**src/rtl/fir_filt_mc.sv**
```systemverilog
// rtl/fir_filt_mc.sv - multichannel FIR filter, one MAC per channel, shared coefficient set
// Optional FIR_SAT_EN: clamp results to the sample range instead of wrapping.
module fir_filt_mc #(
  parameter int sig_width  = 12,
  parameter int coef_width = 18,
  parameter int acc_width  = 40,
  parameter int tap_count  = 16,
  parameter int chan_count = 2,
  parameter int max_shift  = 32,
  localparam int tap_w     = $clog2(tap_count),
  localparam int shift_w   = $clog2(max_shift)
) (
  input  logic                             clk,
  input  logic                             rst,
  input  logic                             flush,
  input  logic                             coef_we,
  input  logic [tap_w-1:0]                 coef_addr,
  input  logic [coef_width-1:0]            coef_wdata,
  output logic                             coef_ack,
  output logic [coef_width-1:0]            coef_rdata,
  input  logic                             shift_we,
  input  logic [shift_w-1:0]               shift_i,
  output logic [shift_w-1:0]               shift_r,
  input  logic                             conv_done,
  input  logic [chan_count*sig_width-1:0]  adc_in,
  output logic [chan_count*sig_width-1:0]  filt_out,
  output logic                             filt_done,
  output logic                             busy,
  output logic                             overrun
);

  localparam int prod_w = sig_width + coef_width;
  localparam logic [tap_w-1:0] last_tap = tap_w'(tap_count - 1);

  typedef enum logic [1:0] {IDLE, MAC, OUT} state_t;

  state_t                      state_q, state_d;
  logic                        cc_prev;
  logic                        cc_rising;
  logic [tap_w-1:0]            wptr;
  logic [tap_w-1:0]            rptr;
  logic [tap_w-1:0]            tap_k;
  logic [shift_w-1:0]          frame_shift;
  logic signed [coef_width-1:0] coeff [tap_count];
  logic signed [sig_width-1:0] dline [chan_count][tap_count];
  logic signed [acc_width-1:0] acc [chan_count];
  logic signed [prod_w-1:0]    prod [chan_count];
  logic signed [acc_width:0]   rounded [chan_count];
  logic signed [acc_width:0]   rnd_bias;
  logic [chan_count*sig_width-1:0] result;
`ifdef FIR_SAT_EN
  localparam logic signed [acc_width:0] sat_max = (acc_width+1)'((1 << (sig_width-1)) - 1);
  localparam logic signed [acc_width:0] sat_min = (acc_width+1)'(-(1 << (sig_width-1)));
  logic signed [acc_width:0]   shifted [chan_count];
`endif

  assign cc_rising = conv_done & ~cc_prev;
  assign busy      = (state_q != IDLE);

  always_comb begin
    state_d = state_q;
    if (flush) begin
      state_d = IDLE;
    end else begin
      case (state_q)
        IDLE:    if (cc_rising) state_d = MAC;
        MAC:     if (tap_k == last_tap) state_d = OUT;
        OUT:     state_d = IDLE;
        default: state_d = IDLE;
      endcase
    end
  end

  // Round-half-up bias for the frame shift; a zero shift passes the accumulator through.
  assign rnd_bias = (frame_shift == '0) ? '0
                  : ((acc_width+1)'(1) << (frame_shift - 1'b1));

  always_comb begin
    result = '0;
    for (int c = 0; c < chan_count; c++) begin
      prod[c]    = prod_w'(dline[c][rptr]) * prod_w'(coeff[tap_k]);
      rounded[c] = {acc[c][acc_width-1], acc[c]} + rnd_bias;
`ifdef FIR_SAT_EN
      shifted[c] = rounded[c] >>> frame_shift;
      if (shifted[c] > sat_max)
        result[c*sig_width +: sig_width] = sig_width'(sat_max);
      else if (shifted[c] < sat_min)
        result[c*sig_width +: sig_width] = sig_width'(sat_min);
      else
        result[c*sig_width +: sig_width] = sig_width'(shifted[c]);
`else
      result[c*sig_width +: sig_width] = sig_width'(rounded[c] >>> frame_shift);
`endif
    end
  end

  always_ff @(posedge clk) begin
    if (rst) begin
      state_q     <= IDLE;
      cc_prev     <= 1'b0;
      wptr        <= '0;
      rptr        <= '0;
      tap_k       <= '0;
      frame_shift <= '0;
      shift_r     <= shift_w'(coef_width - 2);
      coef_ack    <= 1'b0;
      coef_rdata  <= '0;
      filt_out    <= '0;
      filt_done   <= 1'b0;
      overrun     <= 1'b0;
      for (int t = 0; t < tap_count; t++) coeff[t] <= '0;
      coeff[0] <= coef_width'(1 << (coef_width - 2));
      for (int c = 0; c < chan_count; c++) begin
        acc[c] <= '0;
        for (int t = 0; t < tap_count; t++) dline[c][t] <= '0;
      end
    end else begin
      state_q    <= state_d;
      cc_prev    <= conv_done;
      coef_ack   <= 1'b0;
      filt_done  <= 1'b0;
      coef_rdata <= coeff[coef_addr];
      if (shift_we) shift_r <= shift_i;
      // Coefficients only change between frames so a running MAC never sees a torn set.
      if (coef_we && state_q == IDLE) begin
        coeff[coef_addr] <= coef_wdata;
        coef_ack         <= 1'b1;
      end
      if (flush) begin
        wptr     <= '0;
        rptr     <= '0;
        tap_k    <= '0;
        filt_out <= '0;
        overrun  <= 1'b0;
        for (int c = 0; c < chan_count; c++) begin
          acc[c] <= '0;
          for (int t = 0; t < tap_count; t++) dline[c][t] <= '0;
        end
      end else begin
        if (cc_rising && state_q != IDLE) overrun <= 1'b1;
        case (state_q)
          IDLE: begin
            if (cc_rising) begin
              for (int c = 0; c < chan_count; c++) begin
                dline[c][wptr] <= adc_in[c*sig_width +: sig_width];
                acc[c]         <= '0;
              end
              wptr        <= (wptr == last_tap) ? '0 : wptr + 1'b1;
              rptr        <= wptr;
              tap_k       <= '0;
              frame_shift <= shift_r;
            end
          end
          MAC: begin
            for (int c = 0; c < chan_count; c++)
              acc[c] <= acc[c] + {{(acc_width-prod_w){prod[c][prod_w-1]}}, prod[c]};
            tap_k <= tap_k + 1'b1;
            rptr  <= (rptr == '0) ? last_tap : rptr - 1'b1;
          end
          OUT: begin
            filt_out  <= result;
            filt_done <= 1'b1;
          end
          default: ;
        endcase
      end
    end
  end

endmodule
```
**config.mk**
```make
export PLATFORM = sky130hd
export DESIGN_NAME = fir_filt_mc
export DESIGN_NICKNAME = d
export VERILOG_FILES = /design/src/rtl/fir_filt_mc.sv
export SDC_FILE = /design/constraint.sdc
export NUM_CORES = 2
export LEC_CHECK = 0
export CAP_MARGIN = 20
export CORE_MARGIN = 1
export CORE_UTILIZATION = 58
export CTS_CLUSTER_DIAMETER = 120
export DETAILED_ROUTE_END_ITERATION = 8
export PLACE_DENSITY_LB_ADDON = 0.25
export SLEW_MARGIN = 20
export SYNTH_ARGS = -nofsm -noshare
export SYNTH_HDL_FRONTEND = slang
export SYNTH_SLANG_ARGS = --single-unit
```
**constraint.sdc**
```tcl
create_clock -name clk -period 9.5 [get_ports clk]
set_input_delay 1.9 -clock clk [delete_from_list [all_inputs] [get_ports clk]]
set_output_delay 1.9 -clock clk [all_outputs]
set_load 0.05 [all_outputs]
```
==> results.cfg <==
[clock_network]
clk_path_buf_depth = 3
cts_tree = done
insertion_delay_ps = 720
clock-sinks = 826
cts_hold_buf = 0
htree_levels = 3
path_clk_slew_ps = 60
root_buffer = clkbuf_16
cts_made_buffers = 90

[grt]
antenna_found_initial = 7
grt_max_degree = 77
grt_util_all_layers_pct = 34.8
grt-ovfl-total = 0
grt_pass1_vias = 48500
grt_pass1_wl_um = 295000

[worst_setup_path]
critPathLaunchType = flip-flop
crit_fanout = 12
arrival_ps = 9650
cp_common_cell = fa_1
endpoint_kind = flip-flop
critPathRequiredTime_ps = 9930
slowest_stage = mux4_2
cp_slowest_stage_delay_ps = 620
critical_path_class = flip-flop to flip-flop

[timing]
fin_crit_ps = 9220
slew_headroom_pct = 21.1
rsz0062_at_grt = yes
setup_ws_ps = 278
finClkSkew_ps = 61.3
finalSetupTns_ps = 0
tightest_slew_ps = 1170
finalCritPeriodShare_pct = 97.1
hold_viol_final = 0
finalMaxSlewViolations = 0
fmax_ghz = 0.108
finalSetupViolations = 0

[synthesis]
synth_nets = 6632
avgSynthCellArea_um2 = 11.0
yosys_warnings = 0
synth_edf_count = 752
synthFlopType = edfxtp_1
synth.distinct_cells = 110
synthArstFlopShare_pct = 0
ys_seq_area_share_pct = 37.0
ys_ff_latch = 826
syn_area_um2 = 65100
syn_inst = 5897

[floorplan]
initial_core_util_pct = 58.7
rows = 122
io_pins = 108
die_h_um = 337
die_area_um2 = 114000
die_w_um = 337
coreArea_um2 = 111000

[final_layout]
final_common_cell = edfxtp_1
fin_nets = 6793
num-fill-cells = 8540
post-route-util_pct = 65.5
final_cell_mix = 752 x edfxtp_1, 748 x and2_1, 552 x inv_1
multiInputGateArea_um2 = 37900
seq_area_um2 = 24100
synthToLayoutAreaGrowth_pct = 11.6
drive_gt1_share_pct = 15.0
layoutNonFillerInstCount = 7626

[routing]
drt-pass1-iter-count = 6
wl_met1_um = 72800
routed.top_layer = met5
dr_wl_met2_um = 93600
vias_per_cell = 6.29
drt-initial-drc-count = 5079
dr_wl_met3_um = 16600
drt_wl_total_um = 196000
detail-route-antenna-nets = 0
drc = 0
vias = 48000
routedWlPerCell_um = 25.7

[place]
place_ws_ps = -164
hpwl_um = 136000
portBuffers = 107
gp_congestion = 0.981
dp_cells = 7414

[power_and_ir_drop]
max-vdd-ir-drop_mv = 0.212
p_leak_nw = 30.3
p_per_area_nw_per_um2 = 205
finalPower_mw = 14.9

[status]
status = completed

[flow_run]
max_cap_viol_count = 0

[worst_hold_path]
hp-class = flip-flop to flip-flop
==> stage by stage <==
step	hold slack (ps)	instance area, um2
2_1_floorplan	461	65100
3_3_place_gp	457	69000
3_5_place_dp	466	69100
4_1_cts	474	72000
5_1_grt	489	72700
6_report	472	72700
==> synthesized netlist by cell type, types with 31 or more instances <==
cell | number | area share, %
edfxtp_1 | 752 | 35
and2_1 | 748 | 7.2
inv_1 | 555 | 3.2
nand2_1 | 464 | 2.7
fa_1 | 400 | 12
nor2_1 | 395 | 2.3
mux4_2 | 305 | 11
ha_1 | 278 | 5.3
clkbuf_1 | 274 | 1.6
a21oi_1 | 234 | 1.8
o21ai_0 | 133 | 1.0
xnor2_1 | 115 | 1.5
a21o_1 | 99 | 1.1
nor3_1 | 88 | 0.68
mux2i_1 | 83 | 1.3
xor2_1 | 79 | 1.1
dfxtp_1 | 74 | 2.3
a211oi_1 | 55 | 0.63
nor2b_1 | 49 | 0.47
o211ai_1 | 48 | 0.55
nand2b_1 | 46 | 0.44
nand3_1 | 44 | 0.34
a31oi_1 | 37 | 0.36
o21a_1 | 35 | 0.40
buf_1 | 33 | 0.19
or2_2 | 32 | 0.31
and3_1 | 31 | 0.30
==> routing by layer <==
metal / global-route usage [%] / vias up
met4: 20.3 / 4
met3: 5.95 / 634
met1: 43.9 / 23800
met2: 56.7 / 2453
met5: 0 / -
li1: - / 21100
==> final cells by class <==
cell class / count / area share [%]
Multi-Input combinational cell: 4171 / 52.1
Sequential cell: 826 / 33.1
Timing Repair Buffer: 412 / 5.22
Clock buffer: 126 / 3.54
Inverter: 557 / 2.88
Tap cell: 1488 / 2.56
Clock inverter: 41 / 0.539
Antenna cell: 5 / 0.0172
==> sequential cells by signal, summed over array words and instances (netlist names), named ones only <==
register and cells:
dline 384, coeff 288, acc 80, filt_out 24, coef_rdata 18, frame_shift 5
shift_r 5, rptr 4, tap_k 4, wptr 4, state_q 2, cc_prev 1
coef_ack 1, filt_done 1, overrun 1
==> report_power, final <==
group	internal [mW]	total [mW]	switching, mW
combinational	3.17	7.16	3.99
clock	1.99	3.53	1.55
sequential	4.13	4.24	0.113
total	9.28	14.9	5.65
==> kinds of logic (layout without fill, tap and decap cells) <==
| family | count (synthesis) | in the layout | synth area share (%) |
|---|---|---|---|
| and+or+nand+nor | 1991 | 1991 | 15.7 |
| buffers and inverters | 902 | 1136 | 5.46 |
| muxes | 418 | 420 | 12.4 |
| other | 0 | 5 | 0 |
| DFF | 826 | 826 | 37.0 |
| xor gates and xnor gates | 195 | 195 | 2.64 |
| AOI/OAI and AO/OA | 887 | 887 | 9.23 |
| adders and majority gates | 678 | 678 | 17.6 |
==> worst paths after layout <==
check,startpoint,to,slack [ps],cells after the start
hold reg to reg,shift_r[2]$_SDFFE_PP0P_,frame_shift[2]$_SDFFE_PP0P_,470,2
setup reg to reg,flip-flop,acc[0][36]$_SDFFCE_PN0P_,280,37
hold / removal,shift_r[2]$_SDFFE_PP0P_,frame_shift[2]$_SDFFE_PP0P_,470,2
setup / recovery,flip-flop,acc[0][36]$_SDFFCE_PN0P_,280,37
==> worst max-delay path, delay by kind of cell (launching register included) <==
family,cells,cell delay (ps)
flip-flops,1,460
AO/OA/AOI/OAI,13,2540
buffers and inverters,6,580
XOR/XNOR,1,160
multiplexers,2,1130
AND/OR/NAND/NOR,8,960
adder cells (fa/ha/maj),7,3090
==> what timing repair did <==
action | 4_1_cts | 5_1_grt
gates cloned | 0 | 4
resized for setup | 3 | 43
pin swaps | 0 | 11
endpoints found under the hold margin | 0 | 0
setup endpoints to repair | 1 | 18
setup buffers | 1 | 35
(Power assumes the default switching activity.)
